--- src/rtl/download_pkg.sv ---
// Shared definitions for the download write path.
// Holds width defaults, the word count and the FSM state encoding.
package download_pkg;

    localparam int DEF_ADDR_W = 6;
    localparam int DEF_HALF_W = 16;
    localparam int WORDS      = 2 ** DEF_ADDR_W;

    typedef enum logic [2:0] {
        IDLE,
        LO,
        HI,
        WRITE,
        DONE
    } state_t;

endpackage

--- src/rtl/write_addr_gen_pair_packer.sv ---
// half_word_packer: holds the low half and assembles {hi, lo}.
// The packed word is registered and holds between writes.
module half_word_packer
    import download_pkg::*;
#(
    parameter int HALF_W = DEF_HALF_W
) (
    input  logic                clk,
    input  logic                rst,
    input  logic                lo_we,
    input  logic                hi_we,
    input  logic [HALF_W-1:0]   half,
    output logic [2*HALF_W-1:0] word
);

    logic [HALF_W-1:0] lo_reg;

    always_ff @(posedge clk or posedge rst) begin
        if (rst) begin
            lo_reg <= '0;
            word   <= '0;
        end else begin
            if (lo_we) begin
                lo_reg <= half;
            end
            if (hi_we) begin
                word <= {half, lo_reg};
            end
        end
    end

endmodule

--- src/rtl/write_addr_gen_pair.sv ---
// Packs 16-bit download halves into 32-bit memory writes.
// Optional DOWNLOAD_CHECKSUM_EN adds a running sum of accepted halves.
module write_addr_gen_pair
    import download_pkg::*;
#(
    parameter int ADDR_W = DEF_ADDR_W,
    parameter int HALF_W = DEF_HALF_W
) (
    input  logic                clk,
    input  logic                rst,
    input  logic                start,
    input  logic                in_valid,
    input  logic [HALF_W-1:0]   in_data,
    output logic                in_ready,
    output logic                wr_en,
    output logic [ADDR_W-1:0]   wr_addr,
    output logic [2*HALF_W-1:0] wr_data,
    output logic [ADDR_W:0]     half_addr,
    output logic                busy,
    output logic                done
`ifdef DOWNLOAD_CHECKSUM_EN
    ,
    output logic [HALF_W-1:0]   checksum
`endif
);

    localparam logic [ADDR_W-1:0] LAST = '1;

    state_t            state;
    logic [ADDR_W-1:0] word_addr;
    logic              half_sel;
    logic              xfer;
    logic              lo_we;
    logic              hi_we;
    logic              start_ok;

    assign xfer      = in_valid && in_ready;
    assign lo_we     = xfer && (state == LO);
    assign hi_we     = xfer && (state == HI);
    assign start_ok  = start && ((state == IDLE) || (state == DONE));
    assign half_addr = {word_addr, half_sel};

    half_word_packer #(
        .HALF_W (HALF_W)
    ) u_packer (
        .clk   (clk),
        .rst   (rst),
        .lo_we (lo_we),
        .hi_we (hi_we),
        .half  (in_data),
        .word  (wr_data)
    );

    always_ff @(posedge clk or posedge rst) begin
        if (rst) begin
            state     <= IDLE;
            word_addr <= '0;
            half_sel  <= 1'b0;
            wr_en     <= 1'b0;
            wr_addr   <= '0;
            in_ready  <= 1'b0;
            busy      <= 1'b0;
            done      <= 1'b0;
        end else begin
            unique case (state)
                IDLE, DONE: begin
                    if (start) begin
                        state     <= LO;
                        word_addr <= '0;
                        half_sel  <= 1'b0;
                        in_ready  <= 1'b1;
                        busy      <= 1'b1;
                        done      <= 1'b0;
                    end
                end
                LO: begin
                    if (xfer) begin
                        half_sel <= 1'b1;
                        state    <= HI;
                    end
                end
                HI: begin
                    if (xfer) begin
                        wr_addr  <= word_addr;
                        wr_en    <= 1'b1;
                        in_ready <= 1'b0;
                        state    <= WRITE;
                    end
                end
                WRITE: begin
                    wr_en    <= 1'b0;
                    half_sel <= 1'b0;
                    // Last word wraps the counter and parks in DONE.
                    if (word_addr == LAST) begin
                        word_addr <= '0;
                        busy      <= 1'b0;
                        done      <= 1'b1;
                        state     <= DONE;
                    end else begin
                        word_addr <= word_addr + 1'b1;
                        in_ready  <= 1'b1;
                        state     <= LO;
                    end
                end
                default: begin
                    state <= IDLE;
                end
            endcase
        end
    end

`ifdef DOWNLOAD_CHECKSUM_EN
    always_ff @(posedge clk or posedge rst) begin
        if (rst) begin
            checksum <= '0;
        end else if (start_ok) begin
            checksum <= '0;
        end else if (xfer) begin
            checksum <= checksum + in_data;
        end
    end
`else
    logic unused_start_ok;
    assign unused_start_ok = start_ok;
`endif

endmodule

--- config.mk ---
export PLATFORM = sky130hd
export DESIGN_NAME = write_addr_gen_pair
export DESIGN_NICKNAME = d
export VERILOG_FILES = /design/src/rtl/download_pkg.sv /design/src/rtl/write_addr_gen_pair_packer.sv /design/src/rtl/write_addr_gen_pair.sv
export SDC_FILE = /design/constraint.sdc
export NUM_CORES = 1
export LEC_CHECK = 0
export BUFFER_PORTS_ARGS = -buffer_cell sky130_fd_sc_hd__buf_2
export CAP_MARGIN = 25
export CORE_MARGIN = 1.5
export CORE_UTILIZATION = 47
export CTS_CLUSTER_SIZE = 14
export DETAILED_ROUTE_END_ITERATION = 7
export PLACE_DENSITY = 0.75
export SYNTH_ARGS = -nofsm -noshare
export SYNTH_HDL_FRONTEND = slang
export SYNTH_SLANG_ARGS = --single-unit
--- constraint.sdc ---
create_clock -name clk -period 2.2 [get_ports clk]
set_clock_uncertainty 0.2 [all_clocks]
set_input_delay 0.33 -clock clk [delete_from_list [all_inputs] [get_ports clk]]
set_output_delay 0.33 -clock clk [all_outputs]
set_load 0.02 [all_outputs]
Word level (Yosys, flattened, before mapping) --
Cells that the tools add are included.
Operators by class: $add $sub $neg 1, eq/ne operators 10, reductions and logical operators 16, multiplexer cells 20
Operator list (count):
- 2-to-1 mux 3 bit | 4
- 2-to-1 mux 6 bit | 2
- case mux 3 bit (4 select lines) | 1
- case mux 6 bit (2 select lines) | 1
- inequality test 2 bit, second input constant | 5
- AND reduction 3 bit | 3
- 2-to-1 mux 1 bit | 7
- adder 6 x 1 -> 6 bit, second input constant | 1
- equality test 3 x 2 -> 1 bit, second input constant | 2
- equality test 6 bit, second input constant | 1
- case mux 1 bit (2 select lines) | 3
- case mux 1 bit (3 select lines) | 2
- AND reduction 2 bit | 3
- nonzero test 3 bit | 2
- AND reduction 4 bit | 1
- nonzero test 2 bit | 2
- equality test 3 x 1 -> 1 bit, second input constant | 1
- equality test 3 bit, second input constant | 1
- logical AND 1 bit | 3
- logical NOT 3 bit | 1
- OR reduction 2 bit | 1
Word-level totals: bits of input ports 20, register bits after elaboration 68, logic and storage cells 57

Longest topological paths before layout --
depth in word-level cells 4, depth in mapped cells 6, mapped depth without buffers 5

Cells and area by module --
From an unflattened synthesis, not the netlist that was laid out.
Second synthesis, totals: cells, all modules 191, area total of the unflattened synthesis 2980.4 um2
Modules (own cells, without submodules):
- half_word_packer | area an instance 1998.2 um2, instances 1, cells each 103
- write_addr_gen_pair | area an instance 982.2 um2, instances 1, cells each 88

Least setup slack after synthesis --
OpenSTA, ideal clock, no wires.
kind reg2reg, start register in_ready, end register u_packer.lo_reg[0], path slack 0.387 ns, required time 1.875 ns, setup time 0.125 ns, stages on the path, launching flop included 5, path buffers 1, arrival 1.489 ns, cells stage by stage dfrtp_1 -> nand2_1 -> nor4_4 -> buf_6 -> mux2_2
On the way: longest elaborated chain between the ends 2
RTL lines:
- start, declared | RTL line write_addr_gen_pair.sv:14 | output logic in_ready,
- start signal, assigned | RTL line write_addr_gen_pair.sv:61 | in_ready <= 1'b0;
- start signal, assigned | RTL line write_addr_gen_pair.sv:71 | in_ready <= 1'b1;
- start signal, assigned | RTL line write_addr_gen_pair.sv:86 | in_ready <= 1'b0;
- logical AND 1 bit | RTL line write_addr_gen_pair.sv:37 | assign xfer = in_valid && in_ready;
- logical AND 1 bit | RTL line write_addr_gen_pair.sv:38 | assign lo_we = xfer && (state == LO);
- end signal, assigned | RTL line write_addr_gen_pair_packer.sv:24 | lo_reg <= half;
- end, declared | RTL line write_addr_gen_pair_packer.sv:16 | logic [HALF_W-1:0] lo_reg;
No other way between the ends. A chain may end at the register's enable or synchronous reset.

Worst setup path in the final report --
start register state[1], end register u_packer.word[31]
On the way: longest elaborated chain between the ends 2
RTL lines:
- start, declared | RTL line write_addr_gen_pair.sv:29 | state_t state;
- start signal, assigned | RTL line write_addr_gen_pair.sv:56 | state <= IDLE;
- start signal, assigned | RTL line write_addr_gen_pair.sv:68 | state <= LO;
- start signal, assigned | RTL line write_addr_gen_pair.sv:79 | state <= HI;
- equality test 3 x 2 -> 1 bit | RTL line write_addr_gen_pair.sv:39 | assign hi_we = xfer && (state == HI);
- logical AND 1 bit | RTL line write_addr_gen_pair.sv:39
- end signal, assigned | RTL line write_addr_gen_pair_packer.sv:27 | word <= {half, lo_reg};
- end, declared | RTL line write_addr_gen_pair_packer.sv:13 | output logic [2*HALF_W-1:0] word
No other way between the ends.

==> flow_metrics.py <==
metrics = {
    "cts": {
        "cts_resized": 0,
        "clock_latency_ps": 320,
        "cts_buffers": 9,
        "cts_tree": "yes",
        "cts_root_buf": "clkbuf_8",
        "cts.sinks": 68,
        "ctsLongestPathBuffers": 2,
        "clkTransAtPathRegs_ps": 70,
        "cts.htree.levels": 3,
    },
    "critical_path": {
        "crit_family": "flip-flops",
        "path_buf_inv": 1,
        "worst_setup_path_end_kind": "register",
        "crit_required_ps": 2210,
        "cp_slowest_cell": "dfrtp_1",
        "cpPeakStageDelay_ps": 530,
        "cp_max_fo": 12,
        "crit_chain": "nand2b_1 > nor3_4 > buf_4 > mux2_2",
        "critPathKind": "register to register",
        "cp.arrival_ps": 1800,
        "cp-start-kind": "register",
    },
    "floorplan": {
        "start_util_pct": 48.7,
        "die_h_um": 78.6,
        "core_area_um2": 5510,
        "dieArea_um2": 6170,
        "ios": 69,
        "num_rows": 27,
        "die_w_um": 78.6,
    },
    "global_route": {
        "grt_max_degree": 49,
        "first_global_vias": 1713,
        "grt_usage_pct": 17.2,
        "grt.busiest_layer": "met2",
        "grt-ovfl-total": 0,
        "use_met3_pct": 3.49,
        "grt_use_met2_pct": 26.1,
        "grt_util_met1_pct": 23.1,
        "grt_antenna_before_repair": 0,
        "grt_pass1_wl_um": 8050,
    },
    "job": {
        "maxCapViolCount": 0,
    },
    "synthesis": {
        "synth_top_cell_area_share_pct": 63.4,
        "syn_nets": 205,
        "synth_area_per_cell_um2": 14.6,
        "seq_area_frac_synth_pct": 63.4,
        "ys_top_cells_by_area": "dfrtp_1 63%, mux2_2 22%, o21ai_0 2.1%, buf_2 0.93%, mux2_1 0.84%",
        "ys_ff_latch": 68,
        "synth_cell_type_count": 31,
        "async_reset_ff_share_pct": 100,
        "yosysWarnings": 0,
        "ys.flop_type": "dfrtp_1",
        "synth_edf_count": 0,
        "yosys.area.top_type": "dfrtp_1",
        "syn_area_um2": 2680,
        "synthCells": 184,
    },
    "finish": {
        "area_growth_pct": 24.2,
        "fin_util_pct": 60.5,
        "fill_cells": 453,
        "drive_gt1_share_pct": 54.1,
        "n_antenna_cell": 0,
        "largest_reg_flops": 32,
        "nets": 282,
    },
    "timing": {
        "fin_crit_ps": 1790,
        "fmax_mhz": 559,
        "fin_crit_sh_pct": 81.4,
        "finalHoldViolCount": 0,
        "rsz0062_at_grt": "false",
        "drv_slew": 0,
        "maxSlewHeadroom_pct": 68.0,
        "setup-violations-final": 0,
        "setup_tns_ps": 0,
        "setup_ws_ps": 410,
        "hold_slack_ps": 48.2,
        "worst_slew_pin_slew_ps": 479,
    },
    "detailed_routing": {
        "drt-total-wl_um": 4830,
        "ant_nets": 0,
        "drc": 0,
        "drt-pass1-iter-count": 6,
        "drtIter0Drc": 68,
        "routedWlPerCell_um": 14.3,
        "viasPerCell": 5.03,
        "via_count": 1701,
    },
    "power": {
        "power.total_mw": 4.85,
        "leakagePower_nw": 1.60,
        "p_clk_share_pct": 19.6,
        "seq_power_share_pct": 43.2,
        "combPwrFrac_pct": 37.3,
        "netSwitchingFraction_pct": 35.4,
        "internal_power_mw": 3.14,
        "p_sw_mw": 1.71,
        "power.density_nw_per_um2": 1460,
        "ir_drop_mv": 0.796,
    },
    "placed_design": {
        "dp_slack_ps": 408,
        "dp_hpwl_um": 3380,
        "io_buffer_count": 68,
        "gp_congestion": 0.696,
    },
    "outcome": {
        "outcome": "completed",
    },
    "min_path": {
        "hp-class": "primary input to register",
    },
}
timing repair:
action                     CTS  global route
setup buffers                0             0
setup endpoints to repair    0             0
hold buffers                 1             0
hold endpoints to repair    20             0
routing by layer:
layer | wire length, um | share of wire [%]
met5 | 0 | 0
met2 | 2260 | 47
met1 | 2250 | 47
met3 | 237 | 4.9
met4 | 78 | 1.6
worst register-to-register path: cells and delay by family (launching register included):
kind / cells / cell delay, ps
mux: 1 / 360
simple gates: 2 / 350
flops: 1 / 530
buf+inv: 1 / 240
cells in the mapped netlist, types with 3 or more instances:
master	instances
dfrtp_1	68
mux2_2	52
o21ai_0	11
nand2_1	6
buf_2	5
a21oi_1	4
inv_1	4
nor2_1	4
nand3_1	3
cells by family after synthesis:
logic type      count (synthesis)  synth area share, %
simple gates                   24                 5.55
mux                            54                 22.7
xor+xnor                        2                0.653
flops                          68                 63.4
fa+ha+maj                       1                0.466
compound gates                 22                 4.76
buf+inv                        13                 2.47
area by class of cell:
| cell class | instances | area (um^2) | area share (%) |
|---|---|---|---|
| Sequential cell | 68 | 1700 | 51.1 |
| Multi-Input combinational cell | 103 | 921 | 27.6 |
| Timing Repair Buffer | 74 | 413 | 12.4 |
| Clock buffer | 11 | 131 | 3.94 |
| Tap cell | 72 | 90.1 | 2.70 |
| Clock inverter | 5 | 52.6 | 1.58 |
| Inverter | 5 | 22.5 | 0.676 |
through the flow:
stage,std cells,instance area (um^2)
2_1_floorplan,184,2690
3_3_place_gp,321,3140
3_5_place_dp,321,3140
4_1_cts,338,3330
5_1_grt,338,3330
6_report,338,3330
power groups by stage:
stage | registers [mW] | logic [mW] | clock network [mW]
floorplan | 2.50 | 0.854 | 0
global placement | 2.09 | 1.79 | 0
detailed placement | 2.12 | 1.83 | 0
CTS | 2.10 | 1.84 | 0.978
global route | 2.18 | 1.95 | 1.03
finish | 2.09 | 1.81 | 0.949
placed cells by master (no fill, tap or decap), types with 3 or more instances in the layout:
cell type and instances:
dfrtp_1 68, buf_2 68, mux2_2 52, o21ai_0 11
clkbuf_8 9, nand2_1 6, nor2_1 4, a21oi_1 4
nand3_1 3, inv_1 3, clkinv_2 3, buf_4 3
path summary, 6_finish.rpt:
kind	start	end	slack, ps	cells past startpoint
hold reg to reg	wr_addr[3]	wr_addr[3]	290	1
hold / removal	in_data[5]	u_packer.word[21]	50	2
max in group asynchronous	rst	u_packer.word[4]	850	4
setup reg to reg	state[1]	u_packer.word[31]	410	4
min in group asynchronous	rst	busy	380	3
setup / recovery	state[1]	u_packer.word[31]	410	4
Note: power is estimated with default switching activity, not from simulation.
